File: config.mk
export PLATFORM = sky130hd
export DESIGN_NAME = serv_state_wide
export DESIGN_NICKNAME = d
export VERILOG_FILES = /design/src/rtl/serv_pkg.sv /design/src/rtl/serv_state_cnt.sv /design/src/rtl/serv_state_wide.sv
export SDC_FILE = /design/constraint.sdc
export NUM_CORES = 1
export LEC_CHECK = 0
export ABC_AREA = 1
export BUFFER_PORTS_ARGS = -buffer_cell sky130_fd_sc_hd__buf_4
export CORE_ASPECT_RATIO = 0.7
export CORE_MARGIN = 3
export CORE_UTILIZATION = 41
export CTS_CLUSTER_DIAMETER = 50
export DETAILED_ROUTE_END_ITERATION = 16
export GPL_ROUTABILITY_DRIVEN = 0
export MAX_ROUTING_LAYER = met4
export PLACE_DENSITY = 0.82
export REMOVE_ABC_BUFFERS = 1
export SLEW_MARGIN = 20
export SYNTH_ARGS = -nofsm -noshare
export SYNTH_HDL_FRONTEND = slang
export SYNTH_SLANG_ARGS = --single-unit
File: constraint.sdc
create_clock -name i_clk -period 1.6 [get_ports i_clk]
set_input_delay 0.16 -clock i_clk [delete_from_list [all_inputs] [get_ports i_clk]]
set_output_delay 0.16 -clock i_clk [all_outputs]
set_load 0.03 [all_outputs]
File: src/rtl/serv_pkg.sv
// Shared constants and helpers for the wide SERV state/sequencer slice.
package serv_pkg;

  // Instruction width in bits; one full phase always covers this many bits.
  localparam int NBITS = 32;

  // Reset strategy selectors.
  localparam RST_MINI = "MINI";
  localparam RST_NONE = "NONE";

  // Ceiling log2 for elaboration-time sizing.
  function automatic int clog2(input int v);
    int r;
    r = 0;
    while ((1 << r) < v) r++;
    return r;
  endfunction

  // Bit index of the LSB of the last chunk in a phase.
  function automatic int cnt_last(input int w);
    return NBITS - w;
  endfunction

endpackage

File: src/rtl/serv_state_cnt.sv
// Phase counter: running flag plus chunk index, with bit-position decode.
module serv_state_cnt
  import serv_pkg::*;
#(
  parameter int W              = 1,
  parameter     RESET_STRATEGY = RST_MINI
) (
  input  logic       i_clk,
  input  logic       i_rst,
  input  logic       i_rf_ready,
  output logic       o_cnt_en,
  output logic [4:0] o_cnt,
  output logic       o_cnt_done,
  output logic       o_cnt0,
  output logic       o_cnt1,
  output logic       o_cnt2,
  output logic       o_cnt3,
  output logic       o_cnt7,
  output logic       o_cnt0to3,
  output logic       o_cnt12to31,
  output logic [1:0] o_mem_bytecnt
);

  localparam int LW     = clog2(W);
  localparam int IW     = 5 - LW;
  localparam bit RST_EN = (RESET_STRATEGY != RST_NONE);

  logic          running_q, running_d;
  logic [IW-1:0] idx_q, idx_d;

  // LSB position of the chunk that contains bit k.
  function automatic logic [4:0] chunk_base(input int k);
    return 5'((k / W) * W);
  endfunction

  assign o_cnt_en   = running_q;
  assign o_cnt      = 5'(idx_q) << LW;
  assign o_cnt_done = running_q & (o_cnt == 5'(cnt_last(W)));

  assign o_cnt0        = running_q & (o_cnt == chunk_base(0));
  assign o_cnt1        = running_q & (o_cnt == chunk_base(1));
  assign o_cnt2        = running_q & (o_cnt == chunk_base(2));
  assign o_cnt3        = running_q & (o_cnt == chunk_base(3));
  assign o_cnt7        = running_q & (o_cnt == chunk_base(7));
  assign o_cnt0to3     = (o_cnt < 5'd4);
  assign o_cnt12to31   = (o_cnt >= 5'd12);
  assign o_mem_bytecnt = o_cnt[4:3];

  // Start on rf_ready when idle; step each cycle while running; the index
  // wraps to zero by itself on the last chunk. Reset aborts at once.
  always_comb begin
    running_d = running_q;
    idx_d     = idx_q;
    if (running_q) begin
      idx_d = idx_q + IW'(1);
      if (o_cnt_done) running_d = 1'b0;
    end else if (i_rf_ready) begin
      running_d = 1'b1;
      idx_d     = '0;
    end
    if (RST_EN && i_rst) begin
      running_d = 1'b0;
      idx_d     = '0;
    end
  end

  // Counter state register.
  always_ff @(posedge i_clk) begin
    running_q <= running_d;
    idx_q     <= idx_d;
  end

endmodule

File: src/rtl/serv_state_wide.sv
// SERV state/sequencer, W bits per cycle: INIT/RUN sequencing, branch and
// misalign capture, and the ibus/dbus/RF request strobes.
module serv_state_wide
  import serv_pkg::*;
#(
  parameter int W              = 1,
  parameter     RESET_STRATEGY = RST_MINI,
  parameter int WITH_CSR       = 1,
  parameter int ALIGN          = 0,
  parameter int MDU            = 0
) (
  input  logic       i_clk,
  input  logic       i_rst,
  input  logic       i_new_irq,
  input  logic       i_alu_cmp,
  input  logic       i_ctrl_misalign,
  input  logic       i_mem_misalign,
  input  logic       i_sh_done,
  input  logic       i_sh_done_r,
  input  logic       i_bne_or_bge,
  input  logic       i_cond_branch,
  input  logic       i_dbus_en,
  input  logic       i_two_stage_op,
  input  logic       i_branch_op,
  input  logic       i_shift_op,
  input  logic       i_sh_right,
  input  logic       i_slt_or_branch,
  input  logic       i_e_op,
  input  logic       i_rd_op,
  input  logic       i_mdu_op,
  input  logic       i_mdu_ready,
  input  logic       i_dbus_ack,
  input  logic       i_ibus_ack,
  input  logic       i_rf_ready,
  output logic [4:0] o_cnt,
  output logic       o_cnt_en,
  output logic       o_cnt_done,
  output logic       o_init,
  output logic       o_cnt0,
  output logic       o_cnt1,
  output logic       o_cnt2,
  output logic       o_cnt3,
  output logic       o_cnt7,
  output logic       o_cnt0to3,
  output logic       o_cnt12to31,
  output logic [1:0] o_mem_bytecnt,
  output logic       o_bufreg_en,
  output logic       o_ctrl_pc_en,
  output logic       o_ctrl_jump,
  output logic       o_ctrl_trap,
  output logic       o_mdu_valid,
  output logic       o_dbus_cyc,
  output logic       o_ibus_cyc,
  output logic       o_rf_rreq,
  output logic       o_rf_wreq,
  output logic       o_rf_rd_en
);

  localparam bit RST_EN   = (RESET_STRATEGY != RST_NONE);
  localparam bit CSR_EN   = (WITH_CSR != 0);
  localparam bit ALIGN_EN = (ALIGN != 0);
  localparam bit MDU_EN   = (MDU != 0);

  if (!(W == 1 || W == 2 || W == 4 || W == 8)) begin : g_bad_w
    $error("serv_state_wide: W must be 1, 2, 4 or 8");
  end

  logic init_done_q, init_done_d;
  logic ctrl_jump_q, ctrl_jump_d;
  logic stage_two_req_q, stage_two_req_d;
  logic misalign_q, misalign_d;
  logic ibus_cyc_q, ibus_cyc_d;
  logic misalign_r;
  logic take_branch;

  serv_state_cnt #(
    .W              (W),
    .RESET_STRATEGY (RESET_STRATEGY)
  ) u_cnt (
    .i_clk         (i_clk),
    .i_rst         (i_rst),
    .i_rf_ready    (i_rf_ready),
    .o_cnt_en      (o_cnt_en),
    .o_cnt         (o_cnt),
    .o_cnt_done    (o_cnt_done),
    .o_cnt0        (o_cnt0),
    .o_cnt1        (o_cnt1),
    .o_cnt2        (o_cnt2),
    .o_cnt3        (o_cnt3),
    .o_cnt7        (o_cnt7),
    .o_cnt0to3     (o_cnt0to3),
    .o_cnt12to31   (o_cnt12to31),
    .o_mem_bytecnt (o_mem_bytecnt)
  );

  // Without CSR support the misalign flag is tied low even if the flop
  // never sees a reset.
  assign misalign_r  = CSR_EN & misalign_q;
  assign take_branch = i_branch_op & (!i_cond_branch | (i_alu_cmp ^ i_bne_or_bge));

  assign o_init       = i_two_stage_op & !i_new_irq & !init_done_q;
  assign o_ctrl_pc_en = o_cnt_en & !o_init;
  assign o_rf_rd_en   = i_rd_op & !o_init;
  assign o_ctrl_jump  = ctrl_jump_q;
  assign o_ctrl_trap  = CSR_EN & (i_e_op | i_new_irq | misalign_r);

  assign o_rf_wreq = !misalign_r & !o_cnt_en & init_done_q &
                     ((i_shift_op & (i_sh_done | !i_sh_right)) | i_dbus_ack |
                      (MDU_EN & i_mdu_ready) | i_slt_or_branch);
  assign o_rf_rreq   = i_ibus_ack | (stage_two_req_q & misalign_r);
  assign o_dbus_cyc  = !o_cnt_en & init_done_q & i_dbus_en & !i_mem_misalign;
  assign o_mdu_valid = MDU_EN & !o_cnt_en & init_done_q & i_mdu_op;
  assign o_ibus_cyc  = ibus_cyc_q & !i_rst;

  assign o_bufreg_en = (o_cnt_en & (o_init | ((o_ctrl_trap | i_branch_op) & i_two_stage_op))) |
                       (i_shift_op & !stage_two_req_q & (i_sh_right | i_sh_done_r) & init_done_q);

  // Capture INIT-phase outcomes at the end of a phase; the fetch strobe is
  // re-armed on ack, phase end or reset (reset forces it high so fetch
  // starts right after release). Reset overrides a coincident phase end.
  always_comb begin
    init_done_d     = init_done_q;
    ctrl_jump_d     = ctrl_jump_q;
    misalign_d      = misalign_q;
    ibus_cyc_d      = ibus_cyc_q;
    stage_two_req_d = o_cnt_done & o_init;
    if (o_cnt_done) begin
      init_done_d = o_init & !init_done_q;
      ctrl_jump_d = o_init & take_branch;
      misalign_d  = CSR_EN & o_init &
                    ((take_branch & i_ctrl_misalign & !ALIGN_EN) |
                     (i_dbus_en & i_mem_misalign));
    end
    if (i_ibus_ack | o_cnt_done | i_rst) ibus_cyc_d = o_ctrl_pc_en | i_rst;
    if (RST_EN && i_rst) begin
      init_done_d     = 1'b0;
      ctrl_jump_d     = 1'b0;
      misalign_d      = 1'b0;
      stage_two_req_d = 1'b0;
    end
  end

  // Sequencer state register.
  always_ff @(posedge i_clk) begin
    init_done_q     <= init_done_d;
    ctrl_jump_q     <= ctrl_jump_d;
    misalign_q      <= misalign_d;
    stage_two_req_q <= stage_two_req_d;
    ibus_cyc_q      <= ibus_cyc_d;
  end

endmodule

==> summary.txt <==
Synth
  • Gate Count Post-Synth: 117
  • EDFF count, synth: 1
  • Seq/Total Area, Yosys: 29.07%
  • Post-synth top flop: dfxtp_1
  • Top-count cell post-synth: nand2_1
  • Syn Area/Cell: 6.769 um^2
  • Synth top cells by count: nand2_1, inv_1, nor2_1
  • Yosys reg bits: 11
  • Syn Std Cell Area: 792.0 um^2
  • Synth async-reset ratio: 0%
  • Synth warn: 0
  • Top cells by area, synth: dfxtp_1, nand2_1, inv_1, ha_1, nor2_1
  • Largest area contributor in the netlist: dfxtp_1
  • Netlist cell types: 26
  • Post-synth top area share: 25.28%

Placed design
  • DP HPWL: 1.848 mm
  • Post-place setup slack: 0.09284 ns
  • Placed cell count: 185
  • PortBufs: 46

Power
  • Comb power frac: 30.1%
  • Int Pwr: 0.4701 mW
  • Sw Pwr: 0.2208 mW
  • Net Sw Frac: 31.96%
  • Reg power frac: 42.1%
  • PwrDens: 548.4 nW/um^2
  • Lkg Pwr: 0.6549 nW
  • Worst VDD drop: 0.4969 mV
  • Clock Power Share: 27.8%

Routing
  • Remaining DRCs: 0
  • Via Count: 902
  • Antenna-violating nets left: 0
  • Via-to-Cell Ratio: 4.723
  • Wire per inst: 12.51 um
  • Detailed Route WL: 2.389 mm
  • Drt first pass iters: 4
  • DR iter-0 viols: 48

Worst setup path
  • Critical Path RT: 1.44 ns
  • FF-to-FF Start: u_cnt.o_cnt[1]$_SDFFE_PP0P_
  • R2R Path End: ibus_cyc_q$_DFFE_PP_
  • Worst setup EP type: primary output
  • Crit path to: o_cnt_done
  • Worst Reg2Reg Path Length in Cells: 9
  • Beginning of the critical path: u_cnt.o_cnt[1]$_SDFFE_PP0P_
  • CP max FO: 3
  • Flop2flop setup slack: 0.12 ns
  • WS Path Type: flop to primary output
  • Crit start category: flop
  • Critical Path AT: 1.37 ns

Hold path
  • Min-delay src: i_rst
  • Hold crit path type: primary input to flop

Floorplan
  • Boundary Pins: 50
  • Chip height: 42.77 um
  • Initial Util: 46.68%
  • Rows: 12
  • CORE AREA: 1697 um^2
  • Die X: 58.53 um
  • Die ar.: 2503 um^2

Cells and area
  • Non-Filler Instances: 191
  • Final nets: 199
  • Share of layout cells above drive strength 1: 44.71%
  • Final Util: 74.26%
  • Antenna Cells: 0
  • Area Growth Syn to Fin: 59.08%

STA
  • Setup violators final: 0
  • Max frequency: 0.6518 GHz
  • Min Tclk post-route: 1.534 ns
  • Final Max Tran Viols: 0
  • Period utilization: 95.89%
  • Final Hold Vio Count: 0
  • Setup Skew: 0.006477 ns
  • Post-route setup slack: 0.06579 ns

Clock tree
  • Worst skew pair latency: 0.27 ns
  • CTS tree: built
  • # clock sinks: 11
  • Clock Path Buffers: 2
  • H-tree levels: 1
  • TritonCTS Buffers: 3
  • Clock-pin slew on the worst setup and hold paths: 0.06 ns
  • CTS Hold Bufs: 0
  • Root Buffer Master: clkbuf_4

GRT
  • First-pass GRT wire length: 3.636 mm
  • Global route overflow: 0
  • Vias in the first global route: 809
  • Initial antenna violation count: 0
  • Largest net degree at the start of global routing: 8
  • Global router's overall resource usage: 20.17%

Run
  • Max-cap viol count: 0

Outcome
  • Status: completed
## power by group through the flow
stage	Clock [mW]	Combinational (mW)	Sequential [mW]
finish	0.192	0.208	0.291
global route	0.216	0.224	0.292
CTS	0.201	0.205	0.291
detailed placement	0	0.204	0.295
global placement	0	0.198	0.295
floorplan	0	0.0856	0.312
## area by class of cell
class	count	area (um^2)
clock buffers	4	26.28
fillers	127	436.7
inverters	24	90.09
multi-input cells	78	481.7
flip-flops and latches	11	234.0
well taps	21	26.28
repair buffers	53	401.6
## logic make-up (layout without fill, tap and decap cells)
group,after synthesis,after routing,synth area share (%)
other,1,1,0.4735
AO/OA/AOI/OAI,12,12,8.530
buffers and inverters,28,81,15.64
adder cells (fa/ha/maj),5,5,7.899
flip-flops,11,11,29.07
AND/OR/NAND/NOR,60,60,38.39
## routing by layer
metal | vias to the layer above | global-route usage (%) | wire length, um
met5 | - | - | 0
met1 | 404 | 23.51 | 997
met2 | 28 | 32.29 | 1212
met3 | 4 | 5.775 | 144
li1 | 466 | - | -
met4 | 0 | 8.333 | 35
## registers in the layout (all words and copies together), names as in the netlist
register,count
ibus_cyc_q,1
stage_two_req_q,1
misalign_q,1
u_cnt.o_cnt_en,1
u_cnt.o_cnt,5
init_done_q,1
o_ctrl_jump,1
## how the worst min path moves through the flow
| stage | to | slack [ns] | depth (start not counted) |
|---|---|---|---|
| after detailed placement | u_cnt.o_cnt[1]$_SDFFE_PP0P_ | 0.42 | 2 |
| after floorplan | u_cnt.o_cnt[1]$_SDFFE_PP0P_ | 0.23 | 1 |
| after global placement | u_cnt.o_cnt[4]$_SDFFE_PP0P_ | 0.41 | 2 |
| after global routing | u_cnt.o_cnt[1]$_SDFFE_PP0P_ | 0.13 | 2 |
| final | u_cnt.o_cnt[1]$_SDFFE_PP0P_ | 0.14 | 2 |
| after CTS | u_cnt.o_cnt[1]$_SDFFE_PP0P_ | 0.12 | 2 |
## critical path, cell delays in order, from the launching register on
cell and delay, ns:
dfxtp_2 0.35, ha_4 0.15, nand2_2 0.08, nor2_4 0.12
ha_4 0.14, nand2_2 0.06, inv_2 0.07, buf_6 0.12
## per-stage QoR
stage | hold slack [ns] | TNS [ns] | power (mW) | cell area [um^2]
after global routing | 0.1333 | -0.004078 | 0.7312 | 1260
after global placement | 0.4076 | 0 | 0.4928 | 1167
after floorplan | 0.2291 | -2.572 | 0.3977 | 758.2
final | 0.1373 | 0 | 0.6909 | 1260
after detailed placement | 0.4241 | 0 | 0.4989 | 1167
after CTS | 0.1235 | 0 | 0.6973 | 1227
## placed cells by master, fill, tap and decap left out
master,n
nand3b_4,1
ha_4,2
buf_6,1
inv_2,5
nor2_4,4
clkbuf_4,3
nand4_1,1
clkbuf_1,1
nand3_1,6
nand2_1,26
o2111ai_1,1
nand3_4,1
buf_4,52
nor4_1,1
nor3_4,1
edfxtp_1,1
dfxtp_2,3
a211oi_1,1
nand2_2,3
o21ai_0,3
nor3_1,1
nor2_1,14
o22ai_1,1
conb_1,1
dfxtp_1,7
a21oi_1,5
inv_1,19
ha_1,3
nand3b_1,1
o21ai_1,1
## repair_timing
item,4_1_cts,5_1_grt
setup buffers,1,1
endpoints found under the setup margin,1,6
pin swaps,2,0
resized for setup,8,6
endpoints found under the hold margin,0,0
(Power assumes the default switching activity.)
